--- src/rtl/pipe_ctrl_pkg.sv ---
// Shared types and constants for the pipeline controller slice.
// pipe_state_t is the controller FSM encoding, ctrl_t bundles the per-cycle
// control outputs, and sat_inc is the saturating step used by the
// optional performance counters.
package pipe_ctrl_pkg;

  localparam int MCYC_LEN_W = 3;
  localparam int PERF_CNT_W = 16;
  localparam int RAM_ADDR_W = 12;

  typedef enum logic [1:0] {
    RUN  = 2'd0,
    MCYC = 2'd1,
    HALT = 2'd2
  } pipe_state_t;

  typedef struct packed {
    logic stall;
    logic flush;
    logic flush_DE;
    logic halted;
    logic busy;
  } ctrl_t;

  localparam ctrl_t CTRL_IDLE = '0;

  function automatic logic [PERF_CNT_W-1:0] sat_inc(input logic [PERF_CNT_W-1:0] value);
    if (value == {PERF_CNT_W{1'b1}}) begin
      return value;
    end
    return value + {{(PERF_CNT_W-1){1'b0}}, 1'b1};
  endfunction

endpackage

--- src/rtl/pipe_ctrl_if.sv ---
// Bundle of pipeline request and control signals between the decode/execute
// datapath (master) and the pipeline controller (slave).
interface pipe_ctrl_if;
  import pipe_ctrl_pkg::*;

  logic                  halt_D;
  logic                  branch_taken_E;
  logic                  mcyc_start_E;
  logic [MCYC_LEN_W-1:0] mcyc_len;
  logic                  ram_wr_E;
  logic                  ram_rd_D;
  logic [RAM_ADDR_W-1:0] K_E;
  logic [RAM_ADDR_W-1:0] K_D;
  logic                  resume;

  logic                  stall;
  logic                  flush;
  logic                  flush_DE;
  logic                  halted;
  logic                  busy;
  logic [PERF_CNT_W-1:0] stall_cnt;
  logic [PERF_CNT_W-1:0] flush_cnt;

  modport master (
    output halt_D, branch_taken_E, mcyc_start_E, mcyc_len,
           ram_wr_E, ram_rd_D, K_E, K_D, resume,
    input  stall, flush, flush_DE, halted, busy, stall_cnt, flush_cnt
  );

  modport slave (
    input  halt_D, branch_taken_E, mcyc_start_E, mcyc_len,
           ram_wr_E, ram_rd_D, K_E, K_D, resume,
    output stall, flush, flush_DE, halted, busy, stall_cnt, flush_cnt
  );

endinterface

--- src/rtl/pipe_ctrl_mcyc_counter.sv ---
// Down-counter tracking the remaining stall cycles of a multicycle op.
// Loaded when the op enters execute, decremented while the controller sits
// in MCYC; is_one tells the FSM that this is the last MCYC cycle.
module mcyc_counter
  import pipe_ctrl_pkg::*;
(
  input  logic                  clock,
  input  logic                  rst_l,
  input  logic                  load,
  input  logic [MCYC_LEN_W-1:0] load_val,
  input  logic                  dec,
  output logic                  is_one
);

  logic [MCYC_LEN_W-1:0] count;

  // Load takes precedence over decrement; the count never wraps below zero.
  always_ff @(posedge clock or negedge rst_l) begin
    if (!rst_l) begin
      count <= '0;
    end else if (load) begin
      count <= load_val;
    end else if (dec && (count != '0)) begin
      count <= count - {{(MCYC_LEN_W-1){1'b0}}, 1'b1};
    end
  end

  assign is_one = (count == {{(MCYC_LEN_W-1){1'b0}}, 1'b1});

endmodule

--- src/rtl/pipe_ctrl.sv ---
// Pipeline hazard/stall/flush controller.
// RUN handles branches, multicycle ops, RAM read-after-write hazards and
// halt requests in that priority order; MCYC holds the pipe for the rest of
// a multicycle op; HALT holds it until a resume pulse.
// Optional feature macro: PIPE_CTRL_PERF_EN enables the saturating
// stall/flush performance counters; otherwise both counters read zero.
module pipe_ctrl
  import pipe_ctrl_pkg::*;
(
  input logic       clock,
  input logic       rst_l,
  pipe_ctrl_if.slave bus
);

  pipe_state_t           state;
  pipe_state_t           next_state;
  ctrl_t                 ctrl;
  ctrl_t                 ctrl_out;
  logic                  hazard;
  logic                  ctr_load;
  logic                  ctr_dec;
  logic                  ctr_is_one;
  logic [MCYC_LEN_W-1:0] ctr_load_val;

  assign hazard       = bus.ram_wr_E & bus.ram_rd_D & (bus.K_E == bus.K_D);
  assign ctr_load_val = bus.mcyc_len - {{(MCYC_LEN_W-1){1'b0}}, 1'b1};

  mcyc_counter u_mcyc_counter (
    .clock    (clock),
    .rst_l    (rst_l),
    .load     (ctr_load),
    .load_val (ctr_load_val),
    .dec      (ctr_dec),
    .is_one   (ctr_is_one)
  );

  // State register; reset lands in RUN wherever the FSM was.
  always_ff @(posedge clock or negedge rst_l) begin
    if (!rst_l) begin
      state <= RUN;
    end else begin
      state <= next_state;
    end
  end

  // Next state and control outputs; RUN arbitrates, MCYC/HALT ignore requests.
  always_comb begin
    next_state = state;
    ctrl       = CTRL_IDLE;
    ctr_load   = 1'b0;
    ctr_dec    = 1'b0;
    case (state)
      RUN: begin
        if (bus.branch_taken_E) begin
          ctrl.flush    = 1'b1;
          ctrl.flush_DE = 1'b1;
        end else if (bus.mcyc_start_E) begin
          if (bus.mcyc_len >= 3'd2) begin
            ctrl.stall = 1'b1;
            ctr_load   = 1'b1;
            next_state = MCYC;
          end else if (bus.mcyc_len == 3'd1) begin
            ctrl.stall = 1'b1;
          end
        end else if (hazard) begin
          ctrl.stall = 1'b1;
        end else if (bus.halt_D) begin
          next_state = HALT;
        end
      end
      MCYC: begin
        ctrl.stall = 1'b1;
        ctrl.busy  = 1'b1;
        ctr_dec    = 1'b1;
        if (ctr_is_one) begin
          next_state = RUN;
        end
      end
      HALT: begin
        ctrl.stall  = 1'b1;
        ctrl.halted = 1'b1;
        if (bus.resume) begin
          next_state = RUN;
        end
      end
      default: begin
        next_state = RUN;
      end
    endcase
  end

  // Reset must silence the combinational outputs immediately, not at an edge.
  assign ctrl_out = rst_l ? ctrl : CTRL_IDLE;

  assign bus.stall    = ctrl_out.stall;
  assign bus.flush    = ctrl_out.flush;
  assign bus.flush_DE = ctrl_out.flush;
  assign bus.halted   = ctrl_out.halted;
  assign bus.busy     = ctrl_out.busy;

`ifdef PIPE_CTRL_PERF_EN
  logic [PERF_CNT_W-1:0] stall_cnt_q;
  logic [PERF_CNT_W-1:0] flush_cnt_q;

  // Saturating counts of stalled and flushed cycles.
  always_ff @(posedge clock or negedge rst_l) begin
    if (!rst_l) begin
      stall_cnt_q <= '0;
      flush_cnt_q <= '0;
    end else begin
      if (ctrl_out.stall) begin
        stall_cnt_q <= sat_inc(stall_cnt_q);
      end
      if (ctrl_out.flush) begin
        flush_cnt_q <= sat_inc(flush_cnt_q);
      end
    end
  end

  assign bus.stall_cnt = stall_cnt_q;
  assign bus.flush_cnt = flush_cnt_q;
`else
  assign bus.stall_cnt = '0;
  assign bus.flush_cnt = '0;
`endif

endmodule

--- src/flat_wrapper.sv ---
// flat-port wrapper written by rule: the top's interface ports become plain ports
module pipe_ctrl_flat import pipe_ctrl_pkg::*;
  (clock, rst_l, bus_halt_D, bus_branch_taken_E, bus_mcyc_start_E, bus_mcyc_len, bus_ram_wr_E, bus_ram_rd_D, bus_K_E, bus_K_D, bus_resume, bus_stall, bus_flush, bus_flush_DE, bus_halted, bus_busy, bus_stall_cnt, bus_flush_cnt);
  pipe_ctrl_if bus_i ();
  input logic clock;
  input logic rst_l;
  input wire logic [$bits(bus_i.halt_D)-1:0] bus_halt_D;
  input wire logic [$bits(bus_i.branch_taken_E)-1:0] bus_branch_taken_E;
  input wire logic [$bits(bus_i.mcyc_start_E)-1:0] bus_mcyc_start_E;
  input wire logic [$bits(bus_i.mcyc_len)-1:0] bus_mcyc_len;
  input wire logic [$bits(bus_i.ram_wr_E)-1:0] bus_ram_wr_E;
  input wire logic [$bits(bus_i.ram_rd_D)-1:0] bus_ram_rd_D;
  input wire logic [$bits(bus_i.K_E)-1:0] bus_K_E;
  input wire logic [$bits(bus_i.K_D)-1:0] bus_K_D;
  input wire logic [$bits(bus_i.resume)-1:0] bus_resume;
  output wire logic [$bits(bus_i.stall)-1:0] bus_stall;
  output wire logic [$bits(bus_i.flush)-1:0] bus_flush;
  output wire logic [$bits(bus_i.flush_DE)-1:0] bus_flush_DE;
  output wire logic [$bits(bus_i.halted)-1:0] bus_halted;
  output wire logic [$bits(bus_i.busy)-1:0] bus_busy;
  output wire logic [$bits(bus_i.stall_cnt)-1:0] bus_stall_cnt;
  output wire logic [$bits(bus_i.flush_cnt)-1:0] bus_flush_cnt;
  assign bus_i.halt_D = bus_halt_D;
  assign bus_i.branch_taken_E = bus_branch_taken_E;
  assign bus_i.mcyc_start_E = bus_mcyc_start_E;
  assign bus_i.mcyc_len = bus_mcyc_len;
  assign bus_i.ram_wr_E = bus_ram_wr_E;
  assign bus_i.ram_rd_D = bus_ram_rd_D;
  assign bus_i.K_E = bus_K_E;
  assign bus_i.K_D = bus_K_D;
  assign bus_i.resume = bus_resume;
  assign bus_stall = bus_i.stall;
  assign bus_flush = bus_i.flush;
  assign bus_flush_DE = bus_i.flush_DE;
  assign bus_halted = bus_i.halted;
  assign bus_busy = bus_i.busy;
  assign bus_stall_cnt = bus_i.stall_cnt;
  assign bus_flush_cnt = bus_i.flush_cnt;
  pipe_ctrl u_core (.clock(clock), .rst_l(rst_l), .bus(bus_i));
endmodule
--- config.mk ---
export PLATFORM = sky130hd
export DESIGN_NAME = pipe_ctrl_flat
export DESIGN_NICKNAME = d
export VERILOG_FILES = /design/src/rtl/pipe_ctrl_pkg.sv /design/src/rtl/pipe_ctrl_if.sv /design/src/rtl/pipe_ctrl_mcyc_counter.sv /design/src/rtl/pipe_ctrl.sv /design/src/flat_wrapper.sv
export SDC_FILE = /design/constraint.sdc
export NUM_CORES = 1
export LEC_CHECK = 0
export BUFFER_PORTS_ARGS = -buffer_cell sky130_fd_sc_hd__buf_2
export CELL_PAD_IN_SITES_DETAIL_PLACEMENT = 1
export CELL_PAD_IN_SITES_GLOBAL_PLACEMENT = 1
export CORE_UTILIZATION = 26
export CTS_BUF_LIST = sky130_fd_sc_hd__clkbuf_4 sky130_fd_sc_hd__clkbuf_8
export CTS_CLUSTER_DIAMETER = 80
export DETAILED_ROUTE_END_ITERATION = 8
export PLACE_DENSITY = 0.92
export RECOVER_POWER = 100
export SLEW_MARGIN = 0
export SYNTH_ARGS = -nofsm -noshare
export SYNTH_HDL_FRONTEND = slang
export SYNTH_SLANG_ARGS = --single-unit
--- constraint.sdc ---
create_clock -name clock -period 1.95 [get_ports clock]
set_input_delay 0.39 -clock clock [delete_from_list [all_inputs] [get_ports clock]]
set_output_delay 0.39 -clock clock [all_outputs]
set_load 0.02 [all_outputs]
==> flow_summary.ini, run 1 <==
[status]
status = finished, violations left
failed_checks = negative setup slack

[sta]
maxSlewViolCount = 0
final_hold_viol_count = 0
fin_skew_ns = 0.00309
whs_ns = 0.360
setup_tns_ns = -0.209
setup-violations-final = 1
fmax_mhz = 463
worstMarginPinSlew_ns = 0.531
slew_headroom = 0.642
fin_ws_ns = -0.209
finalCritPeriodShare = 1.11
rsz0062_at_grt = yes
period_needed_ns = 2.16

[flow_run]
maxCapViolCount = 0

[clocking]
clk_pin_slew_ns = 0.04
clk-insertion-delay-late_ns = 0.24
cts_max_level = 1
postCtsSetupBuffers = 0
cts_root_buf = clkbuf_4
clock_path_buffers = 2
cts_sinks = 5
cts_made_buffers = 3
cts_tree = done

[hold_path]
hp-class = primary input to flop
whs_path_depth = 2

[worst_setup_path]
critical_path_peak_fanout = 2
arrival_ns = 1.77
start_kind = primary input
cpPeakStageDelay_ns = 0.54
path_class = primary input to output port
cp.depth = 6
ff2ff_path_depth = 7
cpLargestDelayFamily = simple AND/OR/NAND/NOR gates
crit_chain = buf_2 -> xnor2_2 -> nand4_1 -> or4_4 -> a2111oi_4 -> buf_4
crit_slowest_cell = or4_4
end_kind = output port
critPathBufInv = 2
critPathRequiredTime_ns = 1.56

[floorplan]
die_area_um2 = 3630
start_util = 0.282
die_x_um = 60.2
num_io_pins = 72
core_um2 = 3130
die_h_um = 60.2
row_count = 20

[detailed_routing]
drt_pass1_iterations = 2
ant_nets = 0
wl_per_cell_um = 10.6
drt_iter0_drc = 32
drt_wl_total_um = 2080
drc = 0
route.vias.total = 731
viasPerCell = 3.73

[finish]
num-nets-final = 197
diodes = 0
drive_above_1_share = 0.342
areaGrowthSynthToFinish_pct = 29.4

[global_route]
antenna_found_initial = 0
grt_pass1_wl_um = 3330
grt_max_degree = 7
grt-ovfl-total = 0
grt_usage = 0.128
grt_pass1_vias = 767

[placement]
port_buffers = 39
hpwlAfterDp_um = 1710
gp_congestion = 0.808

[synth]
ys_ff_latch = 5
avgSynthCellArea_um2 = 8.17
syn_area_um2 = 882
synth_cell_types = 28
yosys_warnings = 0
yosysSeqAreaShare = 0.142
synthCells = 108

[pwr]
power_density_nw_per_um2 = 891
ir_worst_vdd_mv = 0.233
p_leak_nw = 0.606
registers in the layout, indices dropped and copies added, names as in the netlist:
register,cells
u_core.state,2
u_core.u_mcyc_counter.count,3
synth_stat cells:
master / count / area share
or4_4: 1 / 0.013
a31o_2: 1 / 0.0099
a21oi_1: 3 / 0.017
a31oi_1: 2 / 0.014
and4b_1: 1 / 0.011
xnor2_1: 14 / 0.14
conb_1: 1 / 0.0043
nand3_1: 2 / 0.011
nand2b_1: 2 / 0.014
a2111oi_2: 1 / 0.017
o21ai_0: 2 / 0.011
nand4_1: 2 / 0.014
ha_1: 9 / 0.13
buf_4: 33 / 0.28
mux2i_1: 1 / 0.011
nor2_1: 5 / 0.021
nor2b_1: 1 / 0.0071
nand3b_1: 1 / 0.0085
a31oi_2: 1 / 0.014
and3_1: 1 / 0.0071
a221o_1: 1 / 0.011
a211oi_1: 1 / 0.0085
nand2_1: 3 / 0.013
and2_1: 2 / 0.014
xor2_1: 1 / 0.0099
inv_1: 10 / 0.043
dfrtp_1: 5 / 0.14
clkbuf_1: 1 / 0.0043
layout make-up:
| type | count | area, µm² |
|---|---|---|
| multi-input cells | 90 | 629 |
| repair buffers | 43 | 264 |
| inverters | 10 | 37.5 |
| flip-flops and latches | 5 | 125 |
| fillers | 403 | 1990 |
| clock buffers | 4 | 30.0 |
| well taps | 44 | 55.1 |
per-layer routing:
layer,wire length (µm),GRT usage,vias up
met5,0,0,-
met2,1270,0.272,24
met4,18,0.0498,0
met3,86,0.0130,2
met1,704,0.118,334
li1,-,-,371
report_power, final:
group	leakage [nW]	switching (mW)	total, mW	internal (mW)
Sequential	0.0606	0.0483	0.207	0.158
Clock	0.0184	0.0411	0.132	0.0911
Combinational	0.527	0.373	0.678	0.305
Total	0.606	0.462	1.02	0.554
logic make-up after synthesis:
logic type	synth area share
simple gates	0.135
compound gates	0.104
mux	0.0113
xor+xnor	0.149
buf+inv	0.328
flops	0.142
other cells	0.00425
fa+ha+maj	0.128
layout by cell type, fill, tap and decap left out, drive strengths merged, types with 2 or more instances in the layout:
cell / n
nand4: 2
a31oi: 3
dfrtp: 5
nand2b: 2
and2: 2
inv: 10
nand2: 3
clkbuf: 8
nand3: 2
conb: 32
buf: 38
nor2: 5
o21ai: 2
xnor2: 14
ha: 9
a21oi: 3
metrics by stage:
step / cell area, µm² / util / std cells / worst slack [ns] / total power [mW]
after global placement: 1030 / 0.330 / 191 / -0.241 / 0.836
after detailed placement: 1030 / 0.330 / 191 / -0.249 / 0.861
after floorplan: 1010 / - / 139 / -0.0419 / 0.741
after global routing: 1140 / 0.365 / 196 / -0.296 / 1.13
final: 1140 / 0.365 / 196 / -0.209 / 1.02
after CTS: 1130 / 0.363 / 196 / -0.194 / 1.02
final timing paths:
kind	end	slack, ns	start
worst max-delay path	bus_stall	-0.21	bus_K_E[2]
min in group asynchronous	u_core.u_mcyc_counter.count[1]$_DFFE_PN0P_	0.67	rst_l
worst min register to register	u_core.u_mcyc_counter.count[1]$_DFFE_PN0P_	0.55	u_core.u_mcyc_counter.count[1]$_DFFE_PN0P_
worst max register to register	u_core.state[0]$_DFFE_PN0P_	0.20	u_core.state[0]$_DFFE_PN0P_
worst min-delay path	u_core.u_mcyc_counter.count[0]$_DFFE_PN0P_	0.36	bus_mcyc_len[0]
max in group asynchronous	u_core.state[1]$_DFFE_PN0P_	1.08	rst_l
repair_timing:
action / in CTS / in global routing
cloned: 0 / 0
pin swaps: 3 / 1
hold endpoints to repair: 5 / 0
hold buffers: 1 / 0
setup endpoints to repair: 1 / 1
resized for setup: 10 / 2
No activity file was read; power rests on OpenSTA's default activity.
==> run 2: changes to the inputs <==
- PLACE_DENSITY: 0.92 -> not set
- PLACE_DENSITY_LB_ADDON: not set -> 0.1
==> run 2 against run 1 <==
Against the previous run:
- the run still ends with negative setup slack left
- clock power rose by 5%
- final area rose by 0.22%
- worst setup slack barely moved
- first-iteration DRC count fell by 78%
- via count rose by 3.7%
- largest cell class unchanged
- largest power group unchanged
==> flow_summary.ini, run 2 (same netlist as run 1, synthesis figures left out) <==
[status]
status = finished, violations left
failed_checks = negative setup slack

[hold_path]
whs_path_depth = 2
hp-class = primary input to flop
hp-start = bus_mcyc_len[0]
hold_end = u_core.u_mcyc_counter.count[0]$_DFFE_PN0P_

[worst_setup_path]
critPathBufInv = 2
end_kind = output port
critPathRequiredTime_ns = 1.56
reg2reg_to = u_core.state[0]$_DFFE_PN0P_
arrival_ns = 1.77
r2r_setup_slack_ns = 0.08
crit_chain = buf_6 -> xnor2_2 -> nand3_1 -> or4_4 -> a2111oi_4 -> buf_4
cpLargestDelayFamily = simple AND/OR/NAND/NOR gates
crit_slowest_cell = or4_4
cpPeakStageDelay_ns = 0.56
reg2reg_from = u_core.state[0]$_DFFE_PN0P_
path_class = primary input to output port
ff2ff_path_depth = 7
critical_path_peak_fanout = 2
start_kind = primary input

[sta]
final_hold_viol_count = 0
rsz0062_at_grt = yes
maxSlewViolCount = 0
fmax_mhz = 463
fin_skew_ns = 0.00443
finalCritPeriodShare = 1.11
period_needed_ns = 2.16
setup-violations-final = 1
fin_ws_ns = -0.209

[finish]
drive_above_1_share = 0.349
final_cell_mix = conb_1 (32), buf_2 (30), inv_1 (10)
diodes = 0
top_register = u_core.u_mcyc_counter.count
num-nets-final = 197
top_regs = u_core.u_mcyc_counter.count: 3 flops, u_core.state: 2 flops
areaGrowthSynthToFinish_pct = 29.6
layout_commonest_cell = conb_1
largest_reg_flops = 3
layoutNonFillerInstCount = 196

[pwr]
p_leak_nw = 0.615
power_density_nw_per_um2 = 903
total_power_mw = 1.03
ir_worst_vdd_mv = 0.224

[clocking]
postCtsSetupBuffers = 0
cts_max_level = 1
cts_tree = done
cts_sinks = 5
clk-insertion-delay-late_ns = 0.25
cts_made_buffers = 3
clk_pin_slew_ns = 0.04
clock_path_buffers = 2
cts_root_buf = clkbuf_4

[global_route]
grt_pass1_vias = 739
grt-ovfl-total = 0
grt_usage = 0.119
antenna_found_initial = 0
grt_pass1_wl_um = 3150
grt_max_degree = 7

[placement]
gp_congestion = 0.740
port_buffers = 39
hpwlAfterDp_um = 1680
dp.cells = 191

[floorplan]
die_x_um = 60.2
row_count = 20
core_um2 = 3130
die_area_um2 = 3630
start_util = 0.282
die_h_um = 60.2
num_io_pins = 72

[detailed_routing]
viasPerCell = 3.87
drt_wl_total_um = 2060
wl_per_cell_um = 10.5
route.vias.total = 758
drt_iter0_drc = 7
drc = 0
ant_nets = 0
drt_pass1_iterations = 3

[flow_run]
maxCapViolCount = 0
[run 2: worst reg2reg max path: stages (launching register included)]
cell	delay (ns)
dfrtp_1	0.39
inv_1	0.10
ha_1	0.21
nor2b_1	0.13
a221o_1	0.26
a31oi_1	0.30
mux2i_1	0.14
a31o_2	0.23
[run 2: how the worst max path moves through the flow]
stage                          start        end  depth (start not counted)
after floorplan           bus_K_D[5]  bus_stall                          4
after global placement    bus_K_D[7]  bus_stall                          6
after detailed placement  bus_K_D[2]  bus_stall                          6
after CTS                 bus_K_D[5]  bus_stall                          6
after global routing      bus_K_E[9]  bus_stall                          6
final                     bus_K_D[5]  bus_stall                          6
[run 2: power by group]
| part | internal, mW | switching (mW) |
|---|---|---|
| clock | 0.0915 | 0.0466 |
| combinational | 0.304 | 0.386 |
| sequential | 0.158 | 0.0463 |
[run 2: layout make-up]
cell class,count,area [µm²]
fill,407,1980
multi-input combinational,90,638
timing repair buffer,43,258
sequential,5,125
tap,44,55.1
inverter,10,37.5
clock buffer,4,30.0
[run 2: routing by layer]
metal	routed length, µm	global-route usage
met1	804	0.140
met4	30	0.0797
met3	160	0.00216
met5	0	0
met2	1070	0.209
[run 2: timing repair]
| action | in CTS | in global routing |
|---|---|---|
| endpoints found under the setup margin | 1 | 1 |
| hold buffers | 1 | 0 |
| hold endpoints to repair | 5 | 0 |
| resized for setup | 8 | 5 |
| pin swaps | 2 | 0 |
[run 2: through the flow]
stage	setup WS [ns]	util	setup TNS, ns	hold slack [ns]	area, µm²
2_1_floorplan	-0.0419	-	-0.0419	0.0944	1010
3_3_place_gp	-0.270	0.330	-0.270	0.242	1030
3_5_place_dp	-0.279	0.330	-0.279	0.243	1030
4_1_cts	-0.215	0.359	-0.215	0.351	1120
5_1_grt	-0.283	0.366	-0.327	0.371	1140
6_report	-0.209	0.366	-0.209	0.358	1140
